`config.mk`:
```
export PLATFORM = sky130hd
export DESIGN_NAME = alarm_scheduler
export DESIGN_NICKNAME = d
export VERILOG_FILES = /design/src/rtl/alarm_scheduler.sv
export SDC_FILE = /design/constraint.sdc
export NUM_CORES = 1
export LEC_CHECK = 0
export CORE_MARGIN = 10
export CORE_UTILIZATION = 58
export CTS_CLUSTER_DIAMETER = 100
export DETAILED_ROUTE_END_ITERATION = 12
export GPL_TIMING_DRIVEN = 1
export PLACE_DENSITY = 0.88
export SKIP_CTS_REPAIR_TIMING = 1
export SLEW_MARGIN = 5
export SYNTH_ARGS = -nofsm -noshare
export SYNTH_HDL_FRONTEND = slang
export SYNTH_SLANG_ARGS = --single-unit
```
`constraint.sdc`:
```
create_clock -name clk -period 1.8 [get_ports clk]
set_clock_uncertainty 0.05 [all_clocks]
set_input_delay 0.27 -clock clk [delete_from_list [all_inputs] [get_ports clk]]
set_output_delay 0.27 -clock clk [all_outputs]
set_load 0.03 [all_outputs]
```
`src/rtl/alarm_scheduler.sv`:
```
// Multi-slot alarm scheduler: records minute-tick matches as pending flags and fires them one at a time into the buzzer.
// Build option ALARM_SCHED_ROUND_ROBIN_EN selects round-robin slot selection; without it the lowest pending index wins.
module alarm_scheduler #(
    parameter int NUM_ALARMS    = 4,
    parameter int IDX_W         = 2,
    parameter int START_TIMEOUT = 8
) (
    input  logic                  clk,
    input  logic                  reset,
    input  logic [4:0]            cur_hour,
    input  logic [5:0]            cur_min,
    input  logic                  min_tick,
    input  logic                  wr_en,
    input  logic [IDX_W-1:0]      wr_idx,
    input  logic [4:0]            wr_hour,
    input  logic [5:0]            wr_min,
    input  logic                  wr_enable,
    input  logic                  stop_all,
    input  logic                  buzz_busy,
    output logic                  trigger,
    output logic [IDX_W-1:0]      active_idx,
    output logic [NUM_ALARMS-1:0] pending,
    output logic                  missed,
    output logic [1:0]            state_dbg
);

    // Handshake: trigger is a one-cycle request with no ready; the buzzer acknowledges by raising
    // buzz_busy within START_TIMEOUT cycles and releases the scheduler by dropping it when idle again.
    localparam int CNT_W = $clog2(START_TIMEOUT + 1);

    typedef enum logic [1:0] {
        S_IDLE       = 2'd0,
        S_FIRE       = 2'd1,
        S_WAIT_START = 2'd2,
        S_WAIT_DONE  = 2'd3
    } state_t;

    state_t                state, state_n;
    logic [4:0]            slot_hour [NUM_ALARMS];
    logic [5:0]            slot_min  [NUM_ALARMS];
    logic [NUM_ALARMS-1:0] slot_en;
    logic [NUM_ALARMS-1:0] match, pending_n;
    logic [CNT_W-1:0]      wait_cnt, wait_cnt_n;
    logic                  fire, trigger_n, missed_n;
    logic [IDX_W-1:0]      sel;

    assign state_dbg = state;

    always_comb begin
        match = '0;
        for (int i = 0; i < NUM_ALARMS; i++)
            match[i] = slot_en[i] && (slot_hour[i] == cur_hour) && (slot_min[i] == cur_min);
    end

`ifdef ALARM_SCHED_ROUND_ROBIN_EN
    logic [IDX_W-1:0] rr_ptr;
    logic             found;

    // Search starts one past the last fired slot and wraps.
    always_comb begin : rr_select
        int cand;
        sel   = '0;
        found = 1'b0;
        cand  = 0;
        for (int i = 1; i <= NUM_ALARMS; i++) begin
            cand = (int'(rr_ptr) + i) % NUM_ALARMS;
            if (!found && pending[cand]) begin
                sel   = IDX_W'(cand);
                found = 1'b1;
            end
        end
    end

    always_ff @(posedge clk) begin
        if (reset)
            rr_ptr <= IDX_W'(NUM_ALARMS - 1);
        else if (state == S_FIRE)
            rr_ptr <= active_idx;
    end
`else
    always_comb begin
        sel = '0;
        for (int i = NUM_ALARMS - 1; i >= 0; i--)
            if (pending[i]) sel = IDX_W'(i);
    end
`endif

    // Order matters: disable-write clear, then match OR, then fire clear, then stop_all wins.
    always_comb begin
        pending_n = pending;
        if (wr_en && !wr_enable) pending_n[wr_idx] = 1'b0;
        if (min_tick)            pending_n = pending_n | match;
        if (fire)                pending_n[sel] = 1'b0;
        if (stop_all)            pending_n = '0;
    end

    always_comb begin
        state_n    = state;
        wait_cnt_n = wait_cnt;
        trigger_n  = 1'b0;
        missed_n   = 1'b0;
        fire       = 1'b0;
        case (state)
            S_IDLE: begin
                if ((|pending) && !buzz_busy) begin
                    fire      = 1'b1;
                    trigger_n = 1'b1;
                    state_n   = S_FIRE;
                end
            end
            S_FIRE: begin
                wait_cnt_n = '0;
                state_n    = S_WAIT_START;
            end
            S_WAIT_START: begin
                if (buzz_busy) begin
                    state_n = S_WAIT_DONE;
                end else if (wait_cnt == CNT_W'(START_TIMEOUT - 1)) begin
                    missed_n = 1'b1;
                    state_n  = S_IDLE;
                end else begin
                    wait_cnt_n = wait_cnt + CNT_W'(1);
                end
            end
            S_WAIT_DONE: begin
                if (!buzz_busy) state_n = S_IDLE;
            end
            default: state_n = S_IDLE;
        endcase
    end

    always_ff @(posedge clk) begin
        if (reset) begin
            state      <= S_IDLE;
            wait_cnt   <= '0;
            trigger    <= 1'b0;
            missed     <= 1'b0;
            active_idx <= '0;
            pending    <= '0;
            slot_en    <= '0;
            for (int i = 0; i < NUM_ALARMS; i++) begin
                slot_hour[i] <= '0;
                slot_min[i]  <= '0;
            end
        end else begin
            state    <= state_n;
            wait_cnt <= wait_cnt_n;
            trigger  <= trigger_n;
            missed   <= missed_n;
            pending  <= pending_n;
            if (fire) active_idx <= sel;
            if (wr_en) begin
                slot_hour[wr_idx] <= wr_hour;
                slot_min[wr_idx]  <= wr_min;
                slot_en[wr_idx]   <= wr_enable;
            end
        end
    end

endmodule

```
==> flow_metrics.tcl <==
set metrics [dict create \
    netSwitchingPower_w 0.000752 \
    setup_viol 0 \
    path_class "reg -> out" \
    syn_area_um2 2920 \
    clock-sinks 62 \
    grt_max_degree 20 \
    crit_path_end_kind "output port" \
    diodes 0 \
    rsz0062_at_grt "no" \
    power.leakage_nw 1.56 \
    finalCritPeriodShare 0.928 \
    cts_buffer_depth 2 \
    final_cell_mix "xor2_1, edfxtp_1, nor2_1" \
    cts_buffers 9 \
    vias 2222 \
    arrival_ns 1.35 \
    gp_congestion 0.831 \
    numPortBuffers 40 \
    wirelength_met1_um 2720 \
    clock_latency_ns 0.34 \
    critPathRequiredTime_ns 1.48 \
    track_usage 0.176 \
    status "finished clean" \
    cts_tree "done" \
    final_common_cell "xor2_1" \
    whs_path_depth 2 \
    cp_num_buf_inv 1 \
    core_area_um2 4820 \
    wl_met2_um 3640 \
    synth.distinct_cells 34 \
    clockPowerShare 0.362 \
    mappedNetlistNets 297 \
    synth_area_per_cell_um2 11.0 \
    startpoint "active_idx[1]" \
    crit_chain "clkdlybuf4s50_1" \
    p_sw_frac 0.238 \
    drcViolationCount 0 \
    slew_violations 0 \
    multi_input_area_um2 1150 \
    finalHoldViolCount 0 \
    drt-vias-per-instance 5.51 \
    grt_pass1_wl_um 11500 \
    yosys_register_bits 62 \
    final_core_util 0.782 \
    reg2reg_depth 5 \
    postRouteAntennaNets 0 \
    path_depth 1 \
    die_area_um2 8280 \
    start_util 0.606 \
    dpl.hpwl_um 5260 \
    timing.rr.end "pending[2]" \
    nFillCells 335 \
    dr.max_layer_used "met4" \
    wl_met3_um 628 \
    first_global_vias 2418 \
    final_layout_size_suffix_gt1_frac 0.167 \
    die_w_um 91.0 \
    relSlewSlack 0.603 \
    r2r-start "slot_hour[2][3]" \
    tightest_slew_ns 0.593 \
    max_freq_mhz 599 \
    max_stage_delay_ns 0.67 \
    irDropWorstVdd_mv 0.700 \
    cp_slowest_cell "clkdlybuf4s50_1" \
    area_delta_synth_final_pct 29.0 \
    io_pins 41 \
    start_kind "register" \
    fin_area_um2 3770 \
    ys_seq_area_frac 0.576 \
    rows 25 \
    die_y_um 91.0 \
    overflow 0 \
    min_to "slot_en[0]" \
    wl_per_cell_um 17.9 \
    combPwrFrac 0.117 \
    maxCapViolations 0 \
    p_int_w 0.00241 \
    p_seq_frac 0.522 \
    drt_iter0_markers 185 \
    cp_max_fo 2 \
    drt_wl_total_um 7210 \
    antenna_found_initial 0 \
    hp-class "reg -> reg" \
    crit_family "buffers and inverters" \
    cts_root_buf "clkbuf_8" \
    h-tree-depth 3 \
    path_clk_slew_ns 0.07 \
    drtPass1Iterations 4 \
    reg2reg_slack_ns 0.35 \
    hp-start "slot_en[0]" \
    yosys_warnings 0 \
    powerDensity_nw_per_um2 839 \
    post-route-min-period_ns 1.67 \
    synth_cells 265 \
    regArea_um2 1680 \
    place_area_um2 3560 \
    nets 364 \
]
-- sequential cells by signal, summed over array words and instances (netlist names) --
register	cells
slot_en	4
slot_hour	20
wait_cnt	4
slot_min	24
trigger	1
active_idx	2
state_dbg	2
missed	1
pending	4
-- worst register-to-register path, cell delays in order (launching register included) --
cell and delay (ns):
edfxtp_1 0.38, xor2_1 0.20, nor4_1 0.34, buf_4 0.17, nand3_1 0.09, a21oi_1 0.16
-- kinds of logic (layout without fill, tap and decap cells) --
logic type	count (synthesis)	in the layout	share of synthesized area
xor+xnor	46	46	0.138
buf+inv	21	92	0.0343
simple gates	112	112	0.198
mux	3	3	0.0103
compound gates	20	20	0.0398
fa+ha+maj	1	1	0.00428
flops	62	62	0.576
-- how the worst max path moves through the flow --
| stage | end |
|---|---|
| after floorplan | wait_cnt[0] |
| after global placement | slot_hour[2][1] |
| after detailed placement | slot_min[0][0] |
| after CTS | state_dbg[0] |
| after global routing | active_idx[0] |
| final | active_idx[1] |
-- power groups by stage --
stage | registers (W) | logic, W | clock network [W]
2_1_floorplan | 0.00167 | 0.000162 | 0
3_3_place_gp | 0.00167 | 0.000351 | 0
3_5_place_dp | 0.00168 | 0.000363 | 0
4_1_cts | 0.00165 | 0.000366 | 0.00115
5_1_grt | 0.00166 | 0.000397 | 0.00122
6_report | 0.00165 | 0.000369 | 0.00114
-- Yosys cell counts, drive strengths merged --
cell | number | area share
xor2 | 46 | 0.14
edfxtp | 44 | 0.45
nor2 | 40 | 0.051
nand2 | 24 | 0.032
dfxtp | 18 | 0.12
inv | 15 | 0.019
nand3 | 12 | 0.021
nor4 | 12 | 0.026
a21oi | 9 | 0.017
nand2b | 8 | 0.017
o21ai | 7 | 0.012
clkbuf | 5 | 0.013
nand3b | 4 | 0.012
mux2i | 3 | 0.010
nor3 | 3 | 0.012
a221oi | 2 | 0.0060
nor2b | 2 | 0.0043
nor3b | 2 | 0.011
or2 | 2 | 0.0043
a21o | 1 | 0.0026
and2b | 1 | 0.0030
and3 | 1 | 0.0021
buf | 1 | 0.0017
ha | 1 | 0.0043
nand4b | 1 | 0.0030
o31ai | 1 | 0.0026
-- cell type report --
| type | instances | share of cell area |
|---|---|---|
| tap | 67 | 0.0223 |
| timing repair buffer | 62 | 0.164 |
| clock inverter | 5 | 0.0136 |
| multi-input combinational | 182 | 0.305 |
| clock buffer | 10 | 0.0339 |
| sequential | 62 | 0.446 |
| inverter | 15 | 0.0149 |
-- per-stage QoR --
step	cells	hold slack [ns]	setup TNS [ns]	total power [W]	setup WS, ns
4_1_cts	403	0.427	-0.866	0.00317	-0.137
5_1_grt	403	0.441	0	0.00327	0.0976
2_1_floorplan	265	0.364	0	0.00183	0.359
3_3_place_gp	388	0.397	-11.34	0.00203	-0.305
6_report	403	0.428	0	0.00316	0.129
3_5_place_dp	388	0.412	-15.21	0.00204	-0.421
-- per-layer routing --
metal	vias to the layer above	track usage
met1	1056	0.182
met3	28	0.0584
li1	1038	-
met4	0	0.112
met5	-	0
met2	100	0.301
Power figures use the tool's default switching activity.
